$ cat src/rtl/ex_mem_pipe_reg.sv
// EX->MEM pipeline register with valid/ready handshake, optional 2-entry skid
// buffer, synchronous flush and a saturating back-pressure stall counter.
module ex_mem_pipe_reg #(
    parameter int DATA_W   = 32,
    parameter int RD_W     = 4,
    parameter int COND_W   = 4,
    parameter int SIG_W    = 11,
    parameter int SKID     = 1,
    parameter int ZERO_BUB = 1,
    parameter int CNT_W    = 16
) (
    input  logic              clk,
    input  logic              reset,
    input  logic              flush,
    input  logic              in_valid,
    output logic              in_ready,
    input  logic [COND_W-1:0] br,
    input  logic [COND_W-1:0] br_cond,
    input  logic [COND_W-1:0] alu_cond,
    input  logic [DATA_W-1:0] alu,
    input  logic [DATA_W-1:0] adder,
    input  logic [DATA_W-1:0] wdata,
    input  logic [RD_W-1:0]   rd,
    input  logic [SIG_W-1:0]  sig,
    output logic              out_valid,
    input  logic              out_ready,
    output logic [COND_W-1:0] br_out,
    output logic [COND_W-1:0] br_cond_out,
    output logic [COND_W-1:0] alu_cond_out,
    output logic [DATA_W-1:0] alu_out,
    output logic [DATA_W-1:0] adder_out,
    output logic [DATA_W-1:0] wdata_out,
    output logic [RD_W-1:0]   rd_out,
    output logic [SIG_W-1:0]  sig_out,
    output logic [CNT_W-1:0]  stall_cnt
);

    localparam int PW = 3 * COND_W + 3 * DATA_W + RD_W + SIG_W;

    logic [PW-1:0]    in_beat;
    logic [PW-1:0]    m_reg;
    logic [SIG_W-1:0] sig_held;
    logic             valid_int;
    logic             ready_int;
    logic             accept;
    logic             emit;
    logic [CNT_W-1:0] stall_cnt_reg;

    assign in_beat = {br, br_cond, alu_cond, alu, adder, wdata, rd, sig};
    assign accept  = in_valid && ready_int;
    assign emit    = valid_int && out_ready;

    generate
        if (SKID != 0) begin : g_skid
            typedef enum logic [1:0] {EMPTY, ONE, TWO} state_t;
            state_t        state_reg;
            logic [PW-1:0] s_reg;
            logic          in_ready_reg;

            // in_ready_reg tracks (next state != TWO) so it never depends on out_ready.
            always_ff @(posedge clk) begin
                if (reset) begin
                    state_reg    <= EMPTY;
                    m_reg        <= '0;
                    s_reg        <= '0;
                    in_ready_reg <= 1'b1;
                end else if (flush) begin
                    state_reg    <= EMPTY;
                    in_ready_reg <= 1'b1;
                end else begin
                    case (state_reg)
                        EMPTY: begin
                            if (accept) begin
                                m_reg     <= in_beat;
                                state_reg <= ONE;
                            end
                        end
                        ONE: begin
                            if (accept && emit) begin
                                m_reg <= in_beat;
                            end else if (accept) begin
                                s_reg        <= in_beat;
                                state_reg    <= TWO;
                                in_ready_reg <= 1'b0;
                            end else if (emit) begin
                                state_reg <= EMPTY;
                            end
                        end
                        TWO: begin
                            if (emit) begin
                                m_reg        <= s_reg;
                                state_reg    <= ONE;
                                in_ready_reg <= 1'b1;
                            end
                        end
                        default: begin
                            state_reg    <= EMPTY;
                            in_ready_reg <= 1'b1;
                        end
                    endcase
                end
            end

            assign valid_int = (state_reg != EMPTY);
            assign ready_int = in_ready_reg;
        end else begin : g_single
            logic valid_reg;

            always_ff @(posedge clk) begin
                if (reset) begin
                    valid_reg <= 1'b0;
                    m_reg     <= '0;
                end else if (flush) begin
                    valid_reg <= 1'b0;
                end else if (accept) begin
                    m_reg     <= in_beat;
                    valid_reg <= 1'b1;
                end else if (emit) begin
                    valid_reg <= 1'b0;
                end
            end

            assign valid_int = valid_reg;
            assign ready_int = !valid_reg || out_ready;
        end
    endgenerate

    always_ff @(posedge clk) begin
        if (reset) begin
            stall_cnt_reg <= '0;
        end else if (valid_int && !out_ready && (stall_cnt_reg != {CNT_W{1'b1}})) begin
            stall_cnt_reg <= stall_cnt_reg + {{(CNT_W-1){1'b0}}, 1'b1};
        end
    end

    assign {br_out, br_cond_out, alu_cond_out, alu_out, adder_out, wdata_out, rd_out, sig_held} = m_reg;

    // A bubble must not carry live store/writeback enables into MEM.
    assign sig_out   = ((ZERO_BUB != 0) && !valid_int) ? '0 : sig_held;
    assign out_valid = valid_int;
    assign in_ready  = ready_int;
    assign stall_cnt = stall_cnt_reg;

endmodule

$ cat config.mk
export PLATFORM = sky130hd
export DESIGN_NAME = ex_mem_pipe_reg
export DESIGN_NICKNAME = d
export VERILOG_FILES = /design/src/rtl/ex_mem_pipe_reg.sv
export SDC_FILE = /design/constraint.sdc
export NUM_CORES = 1
export LEC_CHECK = 0
export BUFFER_PORTS_ARGS = -buffer_cell sky130_fd_sc_hd__buf_2
export CELL_PAD_IN_SITES_DETAIL_PLACEMENT = 0
export CELL_PAD_IN_SITES_GLOBAL_PLACEMENT = 1
export CORE_MARGIN = 2
export CORE_UTILIZATION = 36
export CTS_CLUSTER_DIAMETER = 150
export CTS_CLUSTER_SIZE = 30
export DETAILED_ROUTE_END_ITERATION = 8
export GPL_TIMING_DRIVEN = 0
export HOLD_SLACK_MARGIN = 0.05
export MAX_ROUTING_LAYER = met4
export PLACE_DENSITY = 0.81
export SYNTH_ARGS = -nofsm -noshare
export SYNTH_HDL_FRONTEND = slang
export SYNTH_SLANG_ARGS = --single-unit
export TNS_END_PERCENT = 30
$ cat constraint.sdc
create_clock -name clk -period 1.64 [get_ports clk]
set_input_delay 0.082 -clock clk [delete_from_list [all_inputs] [get_ports clk]]
set_output_delay 0.082 -clock clk [all_outputs]
set_load 0.03 [all_outputs]
[Word level (Yosys, flattened, before mapping)]
Index checks and enable logic that the tools add are counted.
Storage, ports and cells
  input port bits: 128
  bits in registers: 265
  output and inout port bits: 141
Cells by class
  $add $sub $neg: 1
  muxes and demuxes: 15
  equality and inequality tests: 9
  reduce and logical (&&, ||, !) cells: 14
  bitwise logic cells: 3
Operators with widths (count)
  $mux 123: 3
  $pmux 123 s3: 1
  $add 16x1->16 const B: 1
  $ne 16x16->1 const B: 1
  $reduce_and 4->1: 3
  $mux 11: 1
  $mux 2: 5
  $ne 2x2->1 const B: 5
  $pmux 2 s3: 1
  $logic_and 1x1->1: 5
  $reduce_and 5->1: 1
  $mux 1: 3
  $ne 3x3->1 const B: 1
  $not 1->1: 3
  $pmux 1 s3: 1
  $reduce_bool 3->1: 1
  $eq 2x1->1 const B: 1
  $eq 2x2->1 const B: 1
  $logic_not 2->1: 1
  $reduce_bool 2->1: 1
  $reduce_or 2->1: 1
  $logic_not 1->1: 1

[Depth between registers and ports, before layout]
Gate-level depths: netlist (run 1).
  word-level depth: 6
  mapped depth: 8
  depth with buffers taken out: 5

[Least setup slack after synthesis (run 1)]
Ideal clock, no wire load.
  kind: reg2reg
  start point: register stall_cnt_reg[0], in the netlist stall_cnt[0]
  end point: register stall_cnt_reg[5], in the netlist stall_cnt[5]
  period minus slack after synthesis: 2013 ps
  required time: 1519 ps
  setup slack: -373 ps
  setup time: 121 ps
  arrival time: 1892 ps
  path buffers: 0
  stages on the path, launching flop included: 6
  cell sequence: dfxtp_1 > ha_1 > nand3_1 > nor4_2 > nor4b_1 > mux2_2
Between the ends
  longest elaborated chain between the ends: 2
  elaborated cells on any way between the ends: 3
Ends and longest elaborated chain
  start: declaration: RTL line 47  | logic [CNT_W-1:0] stall_cnt_reg;
  start signal: assignment: RTL line 132  | stall_cnt_reg <= stall_cnt_reg + {{(CNT_W-1){1'b0}}, 1'b1};
  branches (longest 2 deep; another with $add 16x1->16)
Parallel ways; which one is timed is not known.
A chain may end at the register's enable or synchronous reset.

[Worst setup path in the final report (run 1)]
  start point: register g_skid.state_reg[1]
  end point: register g_skid.s_reg[117]
Between the ends
  longest elaborated chain between the ends: 5
  elaborated cells on any way between the ends: 6
Ends and longest elaborated chain
  start: declaration: RTL line 56  | state_t state_reg;
  start signal: assignment: RTL line 63  | state_reg <= EMPTY;
  start signal: assignment: RTL line 68  | state_reg <= EMPTY;
  start signal: assignment: RTL line 75  | state_reg <= ONE;
  $reduce_bool 2->1: RTL line 104  | assign valid_int = (state_reg != EMPTY);
  $logic_and 1x1->1: RTL line 51  | assign emit = valid_int && out_ready;
  $logic_and 1x1->1: RTL line 79  | if (accept && emit) begin
  $not 1->1 (no source line)
  $reduce_and 4->1 (no source line) *
  end signal: assignment: RTL line 82  | s_reg <= in_beat;
  end: declaration: RTL line 57  | logic [PW-1:0] s_reg;
Mark *: on every way between the ends. The rest lies on a longest branch, timed or not.

==> flow_metrics.py, run 1 <==
metrics = {
    "floorplanning": {
        "core_um2": 32500,
        "io_pins": 269,
        "die_y_um": 185,
        "fp-row-count": 66,
        "start_util_pct": 36.4,
        "die_x_um": 185,
        "die_area_um2": 34300,
    },
    "global_route": {
        "antenna_found_initial": 3,
        "gr-total-overflow": 0,
        "grt_pass1_vias": 10960,
        "grt_pass1_wl_mm": 58.8,
        "grt_max_degree": 32,
        "grt_util_all_layers_pct": 22.3,
    },
    "logic_synthesis": {
        "synthesis.area_um2": 11800,
        "synth_seq_area_share_pct": 44.9,
        "ys_dominant_reg_cell": "dfxtp_1",
        "yosysUniqueCellTypes": 42,
        "synth-edff-count": 0,
        "syn_inst": 1350,
        "ys_ff_latch": 265,
        "ys_async_sr_fraction_pct": 0,
        "synth-warning-count": 0,
        "synth_fp_nets": 1479,
        "avgSynthCellArea_um2": 8.75,
    },
    "finish": {
        "nFillCells": 3000,
        "area_growth_syn_to_layout_pct": 49.2,
        "drive_gt1_share_pct": 37.4,
        "regArea_um2": 5360,
        "final_nets": 1937,
        "finalNonFillerCells": 2255,
        "postLayoutCellArea_um2": 17600,
        "multiInputGateArea_um2": 5900,
    },
    "timing": {
        "hold_viol": 0,
        "rsz0062_at_grt": "yes",
        "min_period_ns": 1.79,
        "fmax_mhz": 557,
        "final_max_slew_viol_count": 0,
        "tightest_slew_ns": 0.976,
        "final.period_utilization_pct": 109,
        "relSlewSlack_pct": 34.9,
        "finClkSkew_ns": 0.0216,
        "setup_viol": 207,
        "setup_ws_ns": -0.154,
        "setup-tns-final_ns": -13.20,
    },
    "placement": {
        "gp_congestion": 0.820,
        "io_buffers": 268,
        "placedCellCount": 2060,
        "hpwl_mm": 25.8,
        "dpl_cell_area_um2": 13800,
    },
    "route": {
        "drc_errors": 0,
        "drtIter0Drc": 468,
        "drtAntennaViolNets": 0,
        "vias": 11348,
        "wl_per_cell_um": 17.3,
        "first_pass_iters": 5,
        "routed_via_density": 5.03,
        "wirelength_mm": 39.0,
    },
    "pwr": {
        "swShare_pct": 28.6,
        "combPwrFrac_pct": 21.4,
        "p_leak_nw": 7.71,
        "seqPwrFrac_pct": 51.6,
        "ir_drop_v": 0.000535,
        "internal-power_mw": 9.43,
        "p_total_mw": 13.2,
        "clockPowerShare_pct": 27.0,
        "p_per_area_nw_per_um2": 749,
        "p_switching_mw": 3.78,
    },
    "critical_path": {
        "rr_worst_depth": 8,
        "cp_max_fo": 8,
        "r2r-end": "g_skid.s_reg[117]",
        "crit_chain": "buf_6, and4bb_2, buf_6, nand3_4, clkbuf_16, clkbuf_16, nand2_2, a21oi_2",
        "cp_slowest_cell": "dfxtp_2",
        "worstPathRequired_ns": 2.00,
        "cp_slowest_stage_delay_ns": 0.35,
        "path_class": "reg -> reg",
        "arrival_ns": 2.16,
        "reg2reg_from": "g_skid.state_reg[1]",
        "reg2reg_slack_ns": -0.15,
        "cp-end-kind": "flip-flop",
        "critPathLaunchType": "flip-flop",
    },
    "cts": {
        "insertion_delay_ns": 0.50,
        "clockBufferDepth": 3,
        "htree_num_levels": 1,
        "numCtsBuffers": 12,
        "cts_root_buf": "clkbuf_16",
        "clk_pin_slew_ns": 0.12,
        "cts.sinks": 265,
        "cts_tree": "done",
    },
    "flow_run": {
        "cap_violations": 0,
    },
    "worst_hold_path": {
        "hp-class": "in -> reg",
        "hp-start": "flush",
        "hold_depth": 3,
        "min_to": "g_skid.state_reg[1]",
    },
    "outcome": {
        "violations": "setup timing",
        "status": "finished, violations left",
    },
}
## Yosys cell counts, types with 2 or more instances
master,count,area (µm²)
a311oi_1,123,1080
o31ai_1,3,22.5
buf_2,29,145
nand2_1,252,946
buf_1,9,33.8
buf_4,112,841
nand3_1,5,25.0
a21oi_1,257,1290
nor4b_1,2,17.5
or3_1,8,50.1
xor2_1,2,17.5
mux2i_1,123,1230
nand4_1,5,31.3
o41ai_1,2,17.5
o21a_1,3,22.5
inv_1,3,11.3
mux2_2,2,22.5
and3_1,3,18.8
nor2b_1,14,87.6
clkbuf_1,89,334
o21ai_0,8,40.0
or4_1,4,30.0
nor3_1,3,15.0
nor2_1,7,26.3
dfxtp_1,265,5310
## repair_timing
item / in CTS / in global routing
setup buffers: 16 / 10
gates resized for setup: 254 / 145
pin swaps: 132 / 49
hold buffers: 128 / 0
endpoints found under the hold margin: 247 / 0
gates cloned: 17 / 7
setup endpoints to repair: 272 / 270
## cell families after synthesis
logic type / Yosys count / share of synthesized area, %
flops: 265 / 44.9
xor+xnor: 2 / 0.148
fa+ha+maj: 1 / 0.106
buf+inv: 243 / 11.6
simple gates: 312 / 11.3
mux: 125 / 10.6
compound gates: 402 / 21.3
## layout make-up
type / count / share of cell area [%]
multi-input cells: 842 / 33.5
clock inverters: 1 / 0.0426
well taps: 442 / 3.14
inverters: 4 / 0.0852
plain buffers: 238 / 11.8
clock buffers: 14 / 1.87
flip-flops and latches: 265 / 30.4
diodes: 4 / 0.0568
repair buffers: 445 / 19.1
## critical path: cells and delay by family (launching register included)
kind                   cells  cell delay [ns]
buffers and inverters      4             0.67
and+or+nand+nor            3             0.58
DFF                        1             0.35
AOI/OAI and AO/OA          1             0.05
## metal layers
layer  track usage, %  vias to the layer above  wire length [µm]  share of wire (%)
li1                 -                     5632                 -                  -
met1             28.4                     5392             17700                 45
met2             37.9                      274             18700                 48
met3             3.26                       50              1910                4.9
met4             4.60                        0               801                2.1
met5                -                        -                 0                  0
## power by group through the flow
stage | Clock (mW) | Sequential [mW] | Combinational [mW]
after floorplan | 0 | 6.90 | 1.43
after global placement | 0 | 6.93 | 2.09
after detailed placement | 0 | 6.94 | 2.11
after CTS | 3.67 | 6.80 | 2.64
after global routing | 3.89 | 6.84 | 3.03
final | 3.57 | 6.81 | 2.83
## placed cells by master, fill, tap and decap left out, types with 5 or more instances in the layout
cell | Yosys | layout
dfxtp_4 | 0 | 13
buf_2 | 29 | 265
buf_6 | 0 | 17
a21oi_2 | 0 | 37
buf_12 | 0 | 10
dlygate4sd3_1 | 0 | 128
nor2b_1 | 14 | 13
a311oi_1 | 123 | 74
clkbuf_1 | 89 | 55
mux2i_1 | 123 | 114
clkbuf_16 | 0 | 34
a311oi_2 | 0 | 49
dfxtp_1 | 265 | 247
or3_1 | 8 | 8
clkbuf_4 | 0 | 10
nand2_1 | 252 | 225
dfxtp_2 | 0 | 5
nand2_2 | 0 | 10
clkbuf_8 | 0 | 8
o21ai_0 | 8 | 8
nand4_1 | 5 | 5
buf_4 | 112 | 140
nor2_1 | 7 | 6
mux2i_2 | 0 | 9
nand2_4 | 0 | 17
buf_16 | 0 | 5
buf_8 | 0 | 22
a21oi_1 | 257 | 217
## through the flow
step	util, %	setup WS, ns	hold WS [ns]
after floorplan	-	-0.0543	0.171
after global placement	42.5	-0.914	0.300
after detailed placement	42.5	-0.898	0.305
after CTS	51.8	-0.122	0.273
after global routing	54.3	-0.214	0.321
final	54.3	-0.154	0.310
## worst max-delay path by stage
stage	slack (ns)	startpoint	cells after the start	to
floorplan	-0.05	g_skid.state_reg[1]	8	g_skid.s_reg[113]
global placement	-0.91	g_skid.state_reg[1]	7	g_skid.s_reg[68]
detailed placement	-0.90	g_skid.state_reg[1]	7	g_skid.s_reg[65]
CTS	-0.12	g_skid.state_reg[1]	8	g_skid.s_reg[117]
global route	-0.21	g_skid.state_reg[1]	8	g_skid.s_reg[59]
finish	-0.15	g_skid.state_reg[1]	8	g_skid.s_reg[117]
Note: power is estimated with default switching activity, not from simulation.
==> run 2, diff against run 1 <==
--- a/config.mk
+++ b/config.mk
@@ -16,7 +16,7 @@
 export GPL_TIMING_DRIVEN = 0
 export HOLD_SLACK_MARGIN = 0.05
 export MAX_ROUTING_LAYER = met4
-export PLACE_DENSITY = 0.81
+export PLACE_DENSITY = 0.85
 export SYNTH_ARGS = -nofsm -noshare
 export SYNTH_HDL_FRONTEND = slang
 export SYNTH_SLANG_ARGS = --single-unit
==> run 2 against run 1 <==
Critical endpoint is now m_reg[102]. Fmax increased by 2.0%. Largest cell class unchanged. Via count increased by 0.98%. Largest power group unchanged. Highest routed layer unchanged. Clock skew about the same. Critical path type unchanged. The run still ends with setup timing left. Worst hold slack got worse by 0.0071 ns.
==> flow_metrics.py, run 2 (synthesis gave the netlist of run 1 again) <==
metrics = {
    "critical_path": {
        "path_class": "reg -> reg",
        "critPathLaunchType": "flip-flop",
        "arrival_ns": 2.16,
        "r2r-end": "m_reg[102]",
        "worstPathRequired_ns": 2.04,
        "cp-end-kind": "flip-flop",
        "rr_worst_depth": 9,
        "startpoint": "g_skid.state_reg[1]",
        "endpoint": "m_reg[102]",
        "reg2reg_slack_ns": -0.12,
        "reg2reg_from": "g_skid.state_reg[1]",
        "cp_max_fo": 10,
    },
    "finish": {
        "mostFrequentLayoutCells": "buf_2 (263), dfxtp_1 (247), a21oi_1 (207), nand2_1 (187), buf_4 (146)",
        "final_nets": 1943,
        "area_growth_syn_to_layout_pct": 50.3,
        "nFillCells": 2878,
        "drive_gt1_share_pct": 39.7,
        "layout_commonest_cell": "buf_2",
    },
    "floorplanning": {
        "fp-row-count": 66,
        "die_x_um": 185,
        "start_util_pct": 36.4,
        "die_y_um": 185,
        "die_area_um2": 34300,
        "io_pins": 269,
        "core_um2": 32500,
    },
    "route": {
        "maxUsedRoutingLayer": "met4",
        "routed_via_density": 5.07,
        "drc_errors": 0,
        "routed-wl-met2_mm": 19.7,
        "wl_met1_mm": 17.5,
        "met3_length_mm": 1.87,
        "drtAntennaViolNets": 0,
        "drtIter0Drc": 498,
        "wirelength_mm": 39.9,
        "first_pass_iters": 5,
        "wl_per_cell_um": 17.6,
        "vias": 11459,
    },
    "pwr": {
        "p_switching_mw": 3.79,
        "p_per_area_nw_per_um2": 743,
        "internal-power_mw": 9.41,
        "ir_drop_v": 0.000689,
        "swShare_pct": 28.7,
        "combPwrFrac_pct": 21.2,
        "clockPowerShare_pct": 27.1,
        "p_leak_nw": 7.84,
        "p_total_mw": 13.2,
        "seqPwrFrac_pct": 51.6,
    },
    "timing": {
        "rsz0062_at_grt": "yes",
        "final.period_utilization_pct": 107,
        "final_max_slew_viol_count": 0,
        "hold_viol": 0,
        "setup-tns-final_ns": -4.99,
        "setup_ws_ns": -0.120,
        "min_period_ns": 1.76,
        "fmax_mhz": 568,
        "tightest_slew_ns": 0.977,
        "setup_viol": 128,
        "finClkSkew_ns": 0.0220,
        "relSlewSlack_pct": 34.8,
    },
    "cts": {
        "cts.sinks": 265,
        "htree_num_levels": 1,
        "cts_tree": "done",
        "insertion_delay_ns": 0.50,
        "clockBufferDepth": 3,
        "cts_root_buf": "clkbuf_16",
        "numCtsBuffers": 12,
        "clk_pin_slew_ns": 0.12,
    },
    "global_route": {
        "grt_max_degree": 32,
        "antenna_found_initial": 2,
        "grt_util_all_layers_pct": 22.2,
        "grt_pass1_vias": 10841,
        "gr-total-overflow": 0,
        "grt_pass1_wl_mm": 58.6,
    },
    "flow_run": {
        "cap_violations": 0,
    },
    "worst_hold_path": {
        "hp-class": "in -> reg",
    },
    "placement": {
        "gp_congestion": 0.845,
        "io_buffers": 268,
        "hpwl_mm": 26.1,
    },
    "outcome": {
        "violations": "setup timing",
        "status": "finished, violations left",
    },
}
## run 2: worst min-delay path by stage
stage	depth (start not counted)	endpoint	slack (ns)	start
6_report	3	g_skid.state_reg[1]	0.30	flush
5_1_grt	3	g_skid.state_reg[1]	0.29	flush
4_1_cts	3	g_skid.state_reg[1]	0.28	flush
3_5_place_dp	2	g_skid.state_reg[1]	0.30	flush
3_3_place_gp	2	g_skid.state_reg[1]	0.28	flush
2_1_floorplan	1	g_skid.state_reg[1]	0.17	flush
## run 2: layer usage
layer / vias up / track usage (%)
li1: 5637 / -
met1: 5482 / 27.9
met2: 296 / 38.0
met3: 44 / 3.17
met4: 0 / 4.63
met5: - / -
## run 2: power groups by stage
| stage | logic (mW) | registers, mW | clock network [mW] |
|---|---|---|---|
| after CTS | 2.55 | 6.80 | 3.68 |
| after global placement | 2.08 | 6.93 | 0 |
| final | 2.80 | 6.81 | 3.58 |
| after detailed placement | 2.11 | 6.94 | 0 |
| after global routing | 3.00 | 6.84 | 3.88 |
| after floorplan | 1.43 | 6.90 | 0 |
## run 2: through the flow
step / setup WS (ns) / std cells / hold slack, ns / util [%] / instance area [µm²]
finish: -0.120 / 2260 / 0.303 / 54.7 / 17800
global route: -0.180 / 2260 / 0.289 / 54.7 / 17800
CTS: -0.133 / 2228 / 0.278 / 51.2 / 16600
detailed placement: -0.949 / 2060 / 0.304 / 42.5 / 13800
global placement: -0.944 / 2060 / 0.285 / 42.5 / 13800
floorplan: -0.0543 / 1350 / 0.171 / - / 11900
## run 2: timing repair
action,in CTS,in global routing
gates resized for setup,256,241
pin swaps,148,68
hold endpoints to repair,248,0
setup buffers,15,35
endpoints found under the setup margin,273,272
hold buffers,127,0
cloned,10,8
## run 2: cell type report
type	count	area (µm²)	share of cell area [%]
diodes	2	5.00	0.0282
plain buffers	229	1950	11.0
clock buffers	15	333	1.87
clock inverters	1	7.51	0.0423
inverters	4	15.0	0.0846
multi-input cells	842	6010	33.8
flip-flops and latches	265	5360	30.2
well taps	442	553	3.12
repair buffers	460	3530	19.9
## run 2: worst max-delay path: stages, from the launching register on
cell and delay (ns):
dfxtp_2 0.36, buf_8 0.14, nand3b_1 0.14, o31ai_4 0.09
buf_6 0.18, buf_12 0.15, buf_4 0.12, buf_8 0.12
a21oi_1 0.09, a311oi_2 0.25
==> run 3, diff against run 2 <==
--- a/config.mk
+++ b/config.mk
@@ -9,14 +9,14 @@
 export CELL_PAD_IN_SITES_DETAIL_PLACEMENT = 0
 export CELL_PAD_IN_SITES_GLOBAL_PLACEMENT = 1
 export CORE_MARGIN = 2
-export CORE_UTILIZATION = 36
+export CORE_UTILIZATION = 35
 export CTS_CLUSTER_DIAMETER = 150
 export CTS_CLUSTER_SIZE = 30
 export DETAILED_ROUTE_END_ITERATION = 8
 export GPL_TIMING_DRIVEN = 0
 export HOLD_SLACK_MARGIN = 0.05
 export MAX_ROUTING_LAYER = met4
-export PLACE_DENSITY = 0.85
+export PLACE_DENSITY = 0.8
 export SYNTH_ARGS = -nofsm -noshare
 export SYNTH_HDL_FRONTEND = slang
 export SYNTH_SLANG_ARGS = --single-unit
==> constraint.sdc (replaced) <==
create_clock -name clk -period 1.82 [get_ports clk]
set_input_delay 0.091 -clock clk [delete_from_list [all_inputs] [get_ports clk]]
set_output_delay 0.091 -clock clk [all_outputs]
set_load 0.03 [all_outputs]
==> run 3 against run 2 <==
The flow now finishes without violations. Fmax is 1.2% lower. Cell count is 1.2% lower. Clock power is 10% lower. Setup slack better by 0.16 ns. Worst hold slack better by 0.0088 ns. Critical path type unchanged. Register-to-register slack better by 0.16 ns. Clock skew is 0.0029 ns lower. Combinational power is 20% lower. Critical path depth is 5 lower.
==> flow_metrics.py, run 3 (synthesis gave the netlist of run 1 again) <==
metrics = {
    "pwr": {
        "internal-power_mw": 8.31,
        "p_total_mw": 11.6,
        "p_leak_nw": 7.25,
        "combPwrFrac_pct": 19.4,
        "ir_drop_v": 0.000669,
        "p_per_area_nw_per_um2": 717,
        "clockPowerShare_pct": 27.8,
        "swShare_pct": 28.4,
        "seqPwrFrac_pct": 52.8,
        "p_switching_mw": 3.29,
    },
    "floorplanning": {
        "die_area_um2": 35200,
        "die_x_um": 188,
        "io_pins": 269,
        "start_util_pct": 35.4,
        "fp-row-count": 67,
        "core_um2": 33400,
        "die_y_um": 188,
    },
    "finish": {
        "mostFrequentLayoutCells": "buf_2 (275), a21oi_1 (256), nand2_1 (252), dfxtp_1 (252), buf_4 (146)",
        "drive_gt1_share_pct": 30.8,
        "final_nets": 1911,
        "nFillCells": 3295,
        "area_growth_syn_to_layout_pct": 36.9,
        "layout_commonest_cell": "buf_2",
    },
    "critical_path": {
        "arrival_ns": 2.23,
        "critPathLaunchType": "flip-flop",
        "rr_worst_depth": 4,
        "worstPathRequired_ns": 2.27,
        "reg2reg_from": "stall_cnt[3]",
        "r2r-end": "stall_cnt[15]",
        "cp_max_fo": 5,
        "reg2reg_slack_ns": 0.04,
        "path_class": "reg -> reg",
        "startpoint": "stall_cnt[3]",
        "cp-end-kind": "flip-flop",
    },
    "route": {
        "met3_length_mm": 1.76,
        "vias": 10946,
        "routed-wl-met2_mm": 18.2,
        "drtIter0Drc": 462,
        "maxUsedRoutingLayer": "met4",
        "wl_per_cell_um": 16.6,
        "first_pass_iters": 5,
        "wl_met1_mm": 16.6,
        "drc_errors": 0,
        "wirelength_mm": 37.1,
        "drtAntennaViolNets": 0,
        "routed_via_density": 4.90,
    },
    "timing": {
        "finClkSkew_ns": 0.0191,
        "hold_viol": 0,
        "setup_viol": 0,
        "final.period_utilization_pct": 97.8,
        "fmax_mhz": 562,
        "setup-tns-final_ns": 0,
        "final_max_slew_viol_count": 0,
        "tightest_slew_ns": 1.02,
        "min_period_ns": 1.78,
        "rsz0062_at_grt": "yes",
        "relSlewSlack_pct": 32.2,
    },
    "cts": {
        "numCtsBuffers": 12,
        "insertion_delay_ns": 0.50,
        "htree_num_levels": 1,
        "cts_root_buf": "clkbuf_16",
        "cts.sinks": 265,
        "cts_tree": "done",
        "clockBufferDepth": 3,
        "clk_pin_slew_ns": 0.13,
    },
    "placement": {
        "hpwl_mm": 25.9,
        "io_buffers": 268,
        "gp_congestion": 0.792,
    },
    "worst_hold_path": {
        "hp-class": "in -> reg",
        "min_to": "m_reg[73]",
        "hp-start": "flush",
        "hold_depth": 5,
    },
    "flow_run": {
        "cap_violations": 0,
    },
    "outcome": {
        "status": "complete, no violations",
    },
    "global_route": {
        "grt_max_degree": 32,
        "grt_pass1_vias": 10496,
        "gr-total-overflow": 0,
        "antenna_found_initial": 1,
        "grt_util_all_layers_pct": 20.6,
        "grt_pass1_wl_mm": 56.9,
    },
}
## run 3: final cells by class
| type | instances | area, µm² | share of cell area, % |
|---|---|---|---|
| multi-input cells | 842 | 5410 | 33.4 |
| well taps | 448 | 561 | 3.47 |
| repair buffers | 418 | 2800 | 17.3 |
| diodes | 1 | 2.50 | 0.0155 |
| flip-flops and latches | 265 | 5350 | 33.1 |
| inverters | 4 | 15.0 | 0.0929 |
| clock inverters | 1 | 7.51 | 0.0464 |
| plain buffers | 239 | 1700 | 10.5 |
| clock buffers | 14 | 329 | 2.04 |
## run 3: power groups by stage
| stage | Sequential (mW) | Clock (mW) | Combinational, mW |
|---|---|---|---|
| after floorplan | 6.23 | 0 | 1.28 |
| after global placement | 6.26 | 0 | 1.88 |
| after detailed placement | 6.26 | 0 | 1.90 |
| after CTS | 6.13 | 3.32 | 2.17 |
| after global routing | 6.15 | 3.51 | 2.43 |
| final | 6.12 | 3.22 | 2.25 |
## run 3: timing repair
item,in CTS,in global routing
cloned,2,0
endpoints found under the hold margin,250,0
setup endpoints to repair,260,251
pin swaps,7,56
hold buffers,127,0
resized for setup,100,115
buffers inserted,3,18
## run 3: worst max path at each step
stage	to	slack, ns
final	stall_cnt[15]	0.04
after global routing	m_reg[47]	-0.03
after CTS	m_reg[80]	-0.10
after detailed placement	g_skid.s_reg[63]	-0.77
after global placement	g_skid.s_reg[62]	-0.77
after floorplan	stall_cnt[15]	0.03
## run 3: metal layers
| layer | track usage, % | vias to the layer above |
|---|---|---|
| met3 | 3.09 | 31 |
| met5 | - | - |
| met4 | 3.57 | 0 |
| li1 | - | 5569 |
| met1 | 26.0 | 5093 |
| met2 | 35.3 | 253 |
## run 3: per-stage QoR
stage	std cells	cell area (µm²)	setup WS (ns)	util, %	hold slack (ns)
after CTS	2213	15600	-0.101	46.9	0.304
after global placement	2066	13700	-0.766	41.2	0.294
after detailed placement	2066	13700	-0.772	41.2	0.302
final	2232	16200	0.0396	48.4	0.312
after floorplan	1350	11800	0.0271	-	0.180
after global routing	2232	16200	-0.0302	48.4	0.320
## run 3: critical path, stage by stage (launching register included)
cell,delay [ns]
dfxtp_4,0.38
nand4_1,0.21
or4_4,0.59
or4_4,0.43
a21oi_2,0.13
